## config.mk

```make
export PLATFORM = sky130hd
export DESIGN_NAME = atm_pin_entry_flat
export DESIGN_NICKNAME = d
export VERILOG_FILES = /design/src/rtl/atm_pkg.sv /design/src/rtl/atm_pin_entry_if.sv /design/src/rtl/pin_shift_reg.sv /design/src/rtl/atm_pin_entry.sv /design/src/flat_wrapper.sv
export SDC_FILE = /design/constraint.sdc
export NUM_CORES = 1
export LEC_CHECK = 0
export ABC_AREA = 0
export CORE_MARGIN = 2
export CORE_UTILIZATION = 48
export DETAILED_ROUTE_END_ITERATION = 7
export HOLD_SLACK_MARGIN = 0.15
export PLACE_DENSITY = 0.83
export SLEW_MARGIN = 20
export SYNTH_ARGS = -nofsm -noshare
export SYNTH_HDL_FRONTEND = slang
export SYNTH_SLANG_ARGS = --single-unit
```

## constraint.sdc

```tcl
create_clock -name clk -period 1.7 [get_ports clk]
set_input_delay 0.425 -clock clk [delete_from_list [all_inputs] [get_ports clk]]
set_output_delay 0.425 -clock clk [all_outputs]
set_load 0.005 [all_outputs]
```

## src/rtl/atm_pkg.sv

```systemverilog
// Shared types and constants for the ATM PIN entry stage.
// Holds the FSM state encoding, BCD limit and default sizing.
package atm_pkg;

   typedef enum logic [2:0] {
      ST_IDLE,
      ST_COLLECT,
      ST_CHECK,
      ST_GRANTED,
      ST_LOCKED
   } state_e;

   localparam int BCD_MAX        = 9;
   localparam int DEF_PIN_DIGITS = 4;
   localparam int DEF_DIGIT_W    = 4;
   localparam int DEF_MAX_TRIES  = 3;
   localparam int DEF_PIN_W      = DEF_PIN_DIGITS * DEF_DIGIT_W;

   // Attempt counter never wraps below zero.
   function automatic logic [2:0] sat_dec3(input logic [2:0] v);
      return (v == 3'd0) ? 3'd0 : v - 3'd1;
   endfunction

endpackage

```

## src/rtl/atm_pin_entry_if.sv

```systemverilog
// Keypad/card/timer signal bundle for the PIN entry stage.
// master drives the keypad side; slave is the PIN entry block.
interface atm_pin_entry_if
   import atm_pkg::*;
#(
   parameter int PIN_W   = DEF_PIN_W,
   parameter int DIGIT_W = DEF_DIGIT_W
) ();

   logic               card_in;
   logic               digit_valid;
   logic [DIGIT_W-1:0] digit;
   logic               enter;
   logic               cancel;
   logic [PIN_W-1:0]   stored_pin;
   logic               time_out;
   logic               timer_restart;
   logic               pin_ok;
   logic               pin_fail;
   logic               card_locked;
   logic               eject;
   logic [2:0]         tries_left;
   logic [3:0]         digits_cnt;

   modport master (
      output card_in, digit_valid, digit, enter, cancel, stored_pin, time_out,
      input  timer_restart, pin_ok, pin_fail, card_locked, eject, tries_left, digits_cnt
   );

   modport slave (
      input  card_in, digit_valid, digit, enter, cancel, stored_pin, time_out,
      output timer_restart, pin_ok, pin_fail, card_locked, eject, tries_left, digits_cnt
   );

endinterface

```

## src/rtl/pin_shift_reg.sv

```systemverilog
// Keypad digit buffer: shifts digits in from the LSB end, counts them,
// saturates at PIN_DIGITS and clears on request (clear wins over shift).
module pin_shift_reg #(
   parameter int PIN_DIGITS = 4,
   parameter int DIGIT_W    = 4
) (
   input  logic                           clk,
   input  logic                           rst,
   input  logic                           clear,
   input  logic                           shift_en,
   input  logic [DIGIT_W-1:0]             digit_in,
   output logic [PIN_DIGITS*DIGIT_W-1:0]  entry,
   output logic [3:0]                     count,
   output logic                           full
);

   localparam int PIN_W = PIN_DIGITS * DIGIT_W;

   logic [PIN_W-1:0] entry_q, entry_d, shifted;
   logic [3:0]       count_q, count_d;

   // First digit entered ends up in the MSBs once the buffer is full.
   if (PIN_DIGITS > 1) begin : g_multi
      assign shifted = {entry_q[PIN_W-DIGIT_W-1:0], digit_in};
   end else begin : g_single
      assign shifted = digit_in;
   end

   assign full = (count_q == 4'(PIN_DIGITS));

   always_comb begin
      entry_d = entry_q;
      count_d = count_q;
      if (clear) begin
         entry_d = '0;
         count_d = 4'd0;
      end else if (shift_en && !full) begin
         entry_d = shifted;
         count_d = count_q + 4'd1;
      end
   end

   always_ff @(posedge clk or posedge rst) begin
      if (rst) begin
         entry_q <= '0;
         count_q <= 4'd0;
      end else begin
         entry_q <= entry_d;
         count_q <= count_d;
      end
   end

   assign entry = entry_q;
   assign count = count_q;

endmodule

```

## src/rtl/atm_pin_entry.sv

```systemverilog
// ATM authentication stage: collects keypad digits, checks them against the
// card PIN latched at insertion, tracks failed attempts and retains the card.
module atm_pin_entry
   import atm_pkg::*;
#(
   parameter int PIN_DIGITS = DEF_PIN_DIGITS,
   parameter int MAX_TRIES  = DEF_MAX_TRIES,
   parameter int DIGIT_W    = DEF_DIGIT_W
) (
   input logic            clk,
   input logic            rst,
   atm_pin_entry_if.slave bus
);

   localparam int PIN_W = PIN_DIGITS * DIGIT_W;

   state_e           state_q, state_d;
   logic             card_prev_q, card_prev_d;
   logic [PIN_W-1:0] pin_q, pin_d;
   logic [2:0]       tries_q, tries_d, tries_dec;
   logic             timer_restart_q, timer_restart_d;
   logic             pin_ok_q, pin_ok_d;
   logic             pin_fail_q, pin_fail_d;
   logic             eject_q, eject_d;
   logic             card_locked_q, card_locked_d;

   logic             sr_clear, sr_shift, sr_full;
   logic [PIN_W-1:0] entry;
   logic [3:0]       count;
   logic             card_rise, abort, match, digit_ok;

   pin_shift_reg #(
      .PIN_DIGITS (PIN_DIGITS),
      .DIGIT_W    (DIGIT_W)
   ) u_shift (
      .clk      (clk),
      .rst      (rst),
      .clear    (sr_clear),
      .shift_en (sr_shift),
      .digit_in (bus.digit),
      .entry    (entry),
      .count    (count),
      .full     (sr_full)
   );

   assign card_prev_d = bus.card_in;
   assign card_rise   = bus.card_in && !card_prev_q;
   assign abort       = bus.cancel || bus.time_out;
   assign digit_ok    = (bus.digit <= DIGIT_W'(BCD_MAX));
   assign match       = (count == 4'(PIN_DIGITS)) && (entry == pin_q);
   assign tries_dec   = sat_dec3(tries_q);

   // The verdict is decided when enter is sampled and registered, so the
   // result pulses are visible during the one-cycle CHECK state.
   always_comb begin
      state_d         = state_q;
      pin_d           = pin_q;
      tries_d         = tries_q;
      timer_restart_d = 1'b0;
      pin_ok_d        = 1'b0;
      pin_fail_d      = 1'b0;
      eject_d         = 1'b0;
      card_locked_d   = card_locked_q;
      sr_clear        = 1'b0;
      sr_shift        = 1'b0;

      case (state_q)
         ST_IDLE: begin
            if (card_rise) begin
               pin_d           = bus.stored_pin;
               tries_d         = 3'(MAX_TRIES);
               sr_clear        = 1'b1;
               timer_restart_d = 1'b1;
               state_d         = ST_COLLECT;
            end
         end
         ST_COLLECT: begin
            if (!bus.card_in) begin
               sr_clear = 1'b1;
               state_d  = ST_IDLE;
            end else if (abort) begin
               eject_d  = 1'b1;
               sr_clear = 1'b1;
               state_d  = ST_IDLE;
            end else if (bus.enter) begin
               state_d = ST_CHECK;
               if (match) begin
                  pin_ok_d = 1'b1;
               end else begin
                  tries_d = tries_dec;
                  if (tries_dec == 3'd0) begin
                     card_locked_d = 1'b1;
                  end else begin
                     pin_fail_d      = 1'b1;
                     sr_clear        = 1'b1;
                     timer_restart_d = 1'b1;
                  end
               end
            end else if (bus.digit_valid && digit_ok && !sr_full) begin
               sr_shift        = 1'b1;
               timer_restart_d = 1'b1;
            end
         end
         ST_CHECK: begin
            // A lock already decided keeps the card even if it is pulled now.
            if (card_locked_q) begin
               state_d = ST_LOCKED;
            end else if (!bus.card_in) begin
               sr_clear = 1'b1;
               state_d  = ST_IDLE;
            end else if (abort) begin
               eject_d  = 1'b1;
               sr_clear = 1'b1;
               state_d  = ST_IDLE;
            end else if (pin_ok_q) begin
               state_d = ST_GRANTED;
            end else begin
               state_d = ST_COLLECT;
            end
         end
         ST_GRANTED: begin
            if (!bus.card_in) begin
               sr_clear = 1'b1;
               state_d  = ST_IDLE;
            end else if (abort) begin
               eject_d  = 1'b1;
               sr_clear = 1'b1;
               state_d  = ST_IDLE;
            end
         end
         ST_LOCKED: begin
            state_d = ST_LOCKED;
         end
         default: begin
            state_d = ST_IDLE;
         end
      endcase
   end

   // card_prev resets high so a card left in the reader across a reset
   // must be removed and reinserted before a new session starts.
   always_ff @(posedge clk or posedge rst) begin
      if (rst) begin
         state_q         <= ST_IDLE;
         card_prev_q     <= 1'b1;
         pin_q           <= '0;
         tries_q         <= 3'(MAX_TRIES);
         timer_restart_q <= 1'b0;
         pin_ok_q        <= 1'b0;
         pin_fail_q      <= 1'b0;
         eject_q         <= 1'b0;
         card_locked_q   <= 1'b0;
      end else begin
         state_q         <= state_d;
         card_prev_q     <= card_prev_d;
         pin_q           <= pin_d;
         tries_q         <= tries_d;
         timer_restart_q <= timer_restart_d;
         pin_ok_q        <= pin_ok_d;
         pin_fail_q      <= pin_fail_d;
         eject_q         <= eject_d;
         card_locked_q   <= card_locked_d;
      end
   end

   assign bus.timer_restart = timer_restart_q;
   assign bus.pin_ok        = pin_ok_q;
   assign bus.pin_fail      = pin_fail_q;
   assign bus.eject         = eject_q;
   assign bus.card_locked   = card_locked_q;
   assign bus.tries_left    = tries_q;
   assign bus.digits_cnt    = count;

endmodule

```

## src/flat_wrapper.sv

```systemverilog
// flat-port wrapper written by rule: the top's interface ports become plain ports
module atm_pin_entry_flat import atm_pkg::*;
#(
   parameter int PIN_DIGITS = DEF_PIN_DIGITS,
   parameter int MAX_TRIES  = DEF_MAX_TRIES,
   parameter int DIGIT_W    = DEF_DIGIT_W
)
  (clk, rst, bus_card_in, bus_digit_valid, bus_digit, bus_enter, bus_cancel, bus_stored_pin, bus_time_out, bus_timer_restart, bus_pin_ok, bus_pin_fail, bus_card_locked, bus_eject, bus_tries_left, bus_digits_cnt);
  atm_pin_entry_if #(.DIGIT_W(DIGIT_W)) bus_i ();
  input logic clk;
  input logic rst;
  input wire logic [$bits(bus_i.card_in)-1:0] bus_card_in;
  input wire logic [$bits(bus_i.digit_valid)-1:0] bus_digit_valid;
  input wire logic [$bits(bus_i.digit)-1:0] bus_digit;
  input wire logic [$bits(bus_i.enter)-1:0] bus_enter;
  input wire logic [$bits(bus_i.cancel)-1:0] bus_cancel;
  input wire logic [$bits(bus_i.stored_pin)-1:0] bus_stored_pin;
  input wire logic [$bits(bus_i.time_out)-1:0] bus_time_out;
  output wire logic [$bits(bus_i.timer_restart)-1:0] bus_timer_restart;
  output wire logic [$bits(bus_i.pin_ok)-1:0] bus_pin_ok;
  output wire logic [$bits(bus_i.pin_fail)-1:0] bus_pin_fail;
  output wire logic [$bits(bus_i.card_locked)-1:0] bus_card_locked;
  output wire logic [$bits(bus_i.eject)-1:0] bus_eject;
  output wire logic [$bits(bus_i.tries_left)-1:0] bus_tries_left;
  output wire logic [$bits(bus_i.digits_cnt)-1:0] bus_digits_cnt;
  assign bus_i.card_in = bus_card_in;
  assign bus_i.digit_valid = bus_digit_valid;
  assign bus_i.digit = bus_digit;
  assign bus_i.enter = bus_enter;
  assign bus_i.cancel = bus_cancel;
  assign bus_i.stored_pin = bus_stored_pin;
  assign bus_i.time_out = bus_time_out;
  assign bus_timer_restart = bus_i.timer_restart;
  assign bus_pin_ok = bus_i.pin_ok;
  assign bus_pin_fail = bus_i.pin_fail;
  assign bus_card_locked = bus_i.card_locked;
  assign bus_eject = bus_i.eject;
  assign bus_tries_left = bus_i.tries_left;
  assign bus_digits_cnt = bus_i.digits_cnt;
  atm_pin_entry #(.PIN_DIGITS(PIN_DIGITS), .MAX_TRIES(MAX_TRIES), .DIGIT_W(DIGIT_W)) u_core (.clk(clk), .rst(rst), .bus(bus_i));
endmodule
```

; ---- Word level (Yosys, flattened, before mapping)
; Index checks and enable logic that the tools add are counted.
[totals]
reg_bits = 48
latchBits = 0
ramBits = 0
mem_bits_ro = 0
output_inout_bits = 12
n_memories = 0
[op_classes]
add_sub_neg = 2
mul = 0
div = 0
n_lt_le_gt_ge = 1
n_eq_ne = 13
shift = 0
muxes = 52
bitwise = 2
n_reduce_logical = 18
[op_table]
columns = op, n
row1 = 2-to-1 mux 3 bit, 15
row2 = 2-to-1 mux 16 bit, 2
row3 = 2-to-1 mux 1 bit, 27
row4 = equality test 16 bit, 1
row5 = one-hot mux 3 bit (5 select lines), 1
row6 = AND reduction 6 bit, 2
row7 = zero test 3 bit, 3
row8 = 2-to-1 mux 4 bit, 2
row9 = inequality test 2 bit (second input constant), 4
row10 = equality test 3 x 2 -> 1 bit (second input constant), 2
row11 = one-hot mux 3 bit (2 select lines), 1
row12 = logical AND 1 bit, 5
row13 = adder 4 x 1 -> 4 bit (second input constant), 1
row14 = equality test 4 x 3 -> 1 bit (second input constant), 1
row15 = <= comparator 4 bit (second input constant), 1
row16 = inequality test 4 x 3 -> 1 bit (second input constant), 1
row17 = one-hot mux 1 bit (2 select lines), 2
row18 = one-hot mux 1 bit (4 select lines), 1
row19 = nonzero test 2 bit, 2
row20 = equality test 3 x 1 -> 1 bit (second input constant), 1
row21 = equality test 3 bit (second input constant), 1
row22 = inequality test 3 x 2 -> 1 bit (second input constant), 1
row23 = AND reduction 3 bit, 1
row24 = subtractor 3 x 1 -> 3 bit (second input constant), 1
row25 = 7 further kinds, 9

; ---- Longest topological paths before layout
[depth]
depth_word = 11
ltp_mapped = 8
mapped_depth_nobuf = 7

; ---- By module
; A second synthesis with hierarchy kept.
[unflattened]
cells_unflattened = 214
area_unflattened_um2 = 2398.6
[modules_own_cells]
columns = mod, instances, cells_per_inst, area_each_um2
row1 = atm_pin_entry, 1, 129, 1446.4
row2 = pin_shift_reg, 1, 85, 952.2

; ---- Worst setup path after synthesis
; No wires, ideal clock.
[synth_timing]
path_kind = register -> register
startpoint = reg u_core.u_shift.count_q[0], in the netlist u_core.u_shift.count[0]
endpoint = reg u_core.timer_restart_q, in the netlist u_core.bus.timer_restart
setup_time_ns = 0.124
arrival_ns = 1.681
slack_ns = -0.105
path_stages_with_launch = 8
synth_period_minus_slack_ns = 1.805
cell_sequence = dfrtp_1 -> inv_1 -> ha_1 -> nand3b_4 -> nor4_1 -> and3_2 -> nand2_1 -> a211o_2
[synth_via]
elab_chain_len = 8
[synth_rtl]
columns = element, line
row1 = from (decl), pin_shift_reg.sv:20  ; logic [3:0] count_q, count_d;
row2 = from (signal assigned), pin_shift_reg.sv:49  ; count_q <= count_d;
row3 = equality test 4 x 3 -> 1 bit *, "pin_shift_reg.sv:29, atm_pin_entry.sv:50"
row4 = zero test 1 bit, atm_pin_entry.sv:99  ; end else if (bus.digit_valid && digit_ok && !sr_full) begin
row5 = logical AND 1 bit, atm_pin_entry.sv:99
row6 = 2-to-1 mux 1 bit, atm_pin_entry.sv:99
row7 = 2-to-1 mux 1 bit *, atm_pin_entry.sv:85  ; end else if (bus.enter) begin
row8 = 2-to-1 mux 1 bit *, atm_pin_entry.sv:81  ; end else if (abort) begin
row9 = 2-to-1 mux 1 bit *, atm_pin_entry.sv:78  ; if (!bus.card_in) begin
row10 = one-hot mux 1 bit (2 select lines) *, atm_pin_entry.sv:67  ; case (state_q)
row11 = named net u_core.timer_restart_d, atm_pin_entry.sv:21  ; logic timer_restart_q, timer_restart_d;
row12 = to (signal assigned), atm_pin_entry.sv:158  ; timer_restart_q <= timer_restart_d;
row13 = to (decl), atm_pin_entry.sv:21
; The timed path passes the listed nets; every way through them passes the cells marked *.
; A chain may end at the register's enable or synchronous reset.

; ---- Final worst setup path
[layout_timing]
startpoint = reg u_core.u_shift.entry_q[7], in the netlist u_core.u_shift.entry[7]
endpoint = reg u_core.u_shift.entry_q[10], in the netlist u_core.u_shift.entry[10]
[layout_via]
elab_chain_len = 8
[layout_rtl]
columns = element, line
row1 = from (decl), pin_shift_reg.sv:19  ; logic [PIN_W-1:0] entry_q, entry_d, shifted;
row2 = from (signal assigned), pin_shift_reg.sv:48  ; entry_q <= entry_d;
row3 = equality test 16 bit *, atm_pin_entry.sv:50  ; assign match = (count == 4'(PIN_DIGITS)) && (entry == pin_q);
row4 = logical AND 1 bit *, atm_pin_entry.sv:50
row5 = 2-to-1 mux 1 bit *, atm_pin_entry.sv:87  ; if (match) begin
row6 = 2-to-1 mux 1 bit *, atm_pin_entry.sv:85
row7 = 2-to-1 mux 1 bit *, atm_pin_entry.sv:81
row8 = 2-to-1 mux 1 bit *, atm_pin_entry.sv:78
row9 = one-hot mux 1 bit (4 select lines) *, atm_pin_entry.sv:67
row10 = 2-to-1 mux 16 bit / nonzero test 2 bit (equally long branches), -
; Mark *: on every way between the ends. The rest lies on a longest branch, timed or not.

==> flow_summary.json <==
{
  "wirelength_um": 6510,
  "violations": "setup timing",
  "antenna_cells": 0,
  "ys.flop_type": "dfrtp_1",
  "cts_hold_buf": 0,
  "synth_area_mm2": 0.00242,
  "dp_hpwl_um": 3720,
  "cts_inserted_buffers": 5,
  "slew_headroom_pct": 73.5,
  "dieArea_mm2": 0.00562,
  "vias_per_cell": 5.31,
  "powerDensity_mw_per_mm2": 679,
  "dp_cells": 355,
  "design.core.area_mm2": 0.00479,
  "rsz0062_at_grt": "yes",
  "fp-row-count": 25,
  "initial_utilization_pct": 50.5,
  "antenna_found_initial": 0,
  "synth_cell_types": 42,
  "synthCells": 231,
  "globalRouteOverflowTotal": 0,
  "cts_buffer_depth": 2,
  "top_usage_layer": "met2",
  "syn-num-nets": 260,
  "hold_viol": 0,
  "cp_max_fo": 5,
  "grt_pass1_wl_um": 8820,
  "use_met3_pct": 5.09,
  "async_reset_ff_share_pct": 100,
  "vias": 2006,
  "place_congestion": 0.867,
  "drc": 0,
  "syn_avg_cell_area_um2": 10.5,
  "clkLatencyLatePin_ns": 0.32,
  "critPathRequiredTime_ns": 1.95,
  "grt_max_degree": 49,
  "layout.filler_cells": 308,
  "cts_tree": "built",
  "die_y_um": 74.9,
  "worst_pin_slew_ns": 0.393,
  "drv_cap": 0,
  "dp_slack_ns": -0.415,
  "ioPinCount": 39,
  "ant_nets": 0,
  "finalNonFillerCells": 378,
  "synth_edf_count": 0,
  "clkTransAtPathRegs_ns": 0.10,
  "ys_seq_area_share_pct": 49.9,
  "io_buffers": 38,
  "wl_per_cell_um": 17.2,
  "cts.sinks": 48,
  "fin_nets": 339,
  "cts-htree-levels": 2,
  "first_iter_violations": 102,
  "ir_drop_mv": 0.574,
  "worst_ep_arrival_time_ns": 2.13,
  "hold_path.class": "in -> reg",
  "drv_slew": 0,
  "use_met2_pct": 36.2,
  "critPathLaunchType": "flip-flop",
  "cellLeakagePower_uw": 0.00162,
  "finClkSkew_ns": 0.0179,
  "min_period_ns": 1.89,
  "status": "complete, but fails checks",
  "fin_crit_sh_pct": 111,
  "syn_to_final_growth_pct": 50.3,
  "track_usage_pct": 21.3,
  "finalSetupTns_ns": -3.74,
  "dr.pass1.iters": 4,
  "synth-seq-cells": 48,
  "grt_pass1_vias": 1853,
  "cts_root_buf": "clkbuf_8",
  "yosysWarnings": 0,
  "finalWorstSetupSlack_ns": -0.188,
  "drive_gt1_share_pct": 32.8,
  "whs_ns": 0.399,
  "gr-usage-met1_pct": 27.0,
  "max_freq_ghz": 0.530,
  "cp-end-kind": "flip-flop",
  "die_x_um": 74.9,
  "crit_type": "reg -> reg",
  "finalSetupViolCount": 27
}
-- path summary, 6_finish.rpt --
check / from / endpoint / slack, ns / cells after the start
worst max-delay path: u_core.u_shift.entry[7] / u_core.u_shift.entry[10] / -0.19 / 7
worst min-delay path: bus_card_in / u_core.card_prev_q / 0.40 / 2
worst max register to register: u_core.u_shift.entry[7] / u_core.u_shift.entry[10] / -0.19 / 7
worst min register to register: u_core.pin_q[14] / u_core.pin_q[14] / 0.50 / 2
max in group asynchronous: rst / u_core.bus.tries_left[1] / 0.96 / 3
min in group asynchronous: rst / u_core.u_shift.count[3] / 0.45 / 3
-- registers in the layout, summed over array words and instances (netlist names) --
name,cells
u_core.bus.card_locked,1
u_core.state_q,3
u_core.bus.timer_restart,1
u_core.u_shift.entry,16
u_core.bus.tries_left,3
u_core.bus.eject,1
u_core.bus.pin_fail,1
u_core.pin_q,16
u_core.card_prev_q,1
u_core.u_shift.count,4
u_core.bus.pin_ok,1
-- synth_stat cells (all sizes together) (2+ instances only) --
cell type  count  area share, %
xnor2          5            1.8
nor4           3           0.78
clkbuf         3           0.47
nand2         54            8.4
a21oi          4           0.98
dfstp          3            3.3
nor3          23            6.8
ha             2            1.0
o21ai          6            1.2
nor2          10            2.2
and2           2           0.57
nand3b         2            1.1
nor2b          2           0.52
mux2i         17            7.0
buf            6            2.4
dfrtp         45             47
xor2          14            5.1
nand2b         2           0.52
and3           2           0.57
nand4          2            1.1
nand3          5            1.0
nor3b          5            2.5
inv            5           0.78
-- logic make-up after synthesis --
logic type / after synthesis / synth area share [%]
AND/OR/NAND/NOR: 112 / 26.2
buffers and inverters: 14 / 3.62
adder cells (fa/ha/maj): 2 / 1.04
multiplexers: 18 / 7.51
flip-flops: 48 / 49.9
AO/OA/AOI/OAI: 18 / 4.87
XOR/XNOR: 19 / 6.89
-- layout make-up --
cell class	instances	area, um^2	share of cell area, %
clock buffer	8	90.1	2.48
sequential	48	1210	33.2
timing repair buffer	81	833	22.9
inverter	5	18.8	0.517
multi-input combinational	169	1400	38.5
tap	67	83.8	2.31
-- through the flow --
stage / util (%) / power, uW / cell area, um^2
after global placement: 64.9 / 1680 / 3110
final: 75.9 / 2460 / 3630
after detailed placement: 64.9 / 1690 / 3110
after global routing: 75.9 / 2560 / 3630
after CTS: 68.3 / 2400 / 3270
after floorplan: - / 1490 / 2440
-- power breakdown --
group | leakage (uW) | internal (uW) | total (uW) | switching (uW)
Combinational | 0.000943 | 226 | 467 | 241
Sequential | 0.000631 | 1220 | 1270 | 54.4
Clock | 0.0000455 | 333 | 722 | 389
Total | 0.00162 | 1780 | 2460 | 685
-- critical path, cell delays in order, from the launching register on --
cell and delay, ns:
dfrtp_1 0.41, xor2_1 0.17, nor4_2 0.40, buf_4 0.19, and3_4 0.21, a21oi_4 0.11
clkbuf_16 0.18, nor3_2 0.14
-- routing by layer --
metal	up-vias	wire length, um
li1	944	-
met1	969	2430
met2	77	3500
met3	16	358
met4	0	215
met5	-	0
-- timing repair --
action                     CTS  global route
setup endpoints to repair   32            31
pin swaps                    2            23
gates cloned                 0             4
resized for setup           18            40
setup buffers                2             9
-- cells in the final DEF (no fill, tap or decap), types with 2 or more instances in the layout --
master	n
dfrtp_1	44
buf_4	33
nor3b_1	3
inv_1	4
nor2_1	8
nor2b_1	2
nor3_1	2
xnor2_1	5
dfstp_2	3
xor2_1	14
nand2b_1	2
clkdlybuf4s50_1	29
buf_12	5
clkbuf_8	6
and3_4	2
buf_6	2
nor3_4	11
dlymetal6s2s_1	5
nor3b_4	2
clkbuf_1	2
o21ai_0	4
clkbuf_16	3
nand2_1	53
nand3_1	5
mux2i_1	8
nor3_2	10
a21oi_2	2
mux2i_2	2
mux2i_4	7
dlygate4sd2_1	4
No activity file was read; power rests on OpenSTA's default activity.
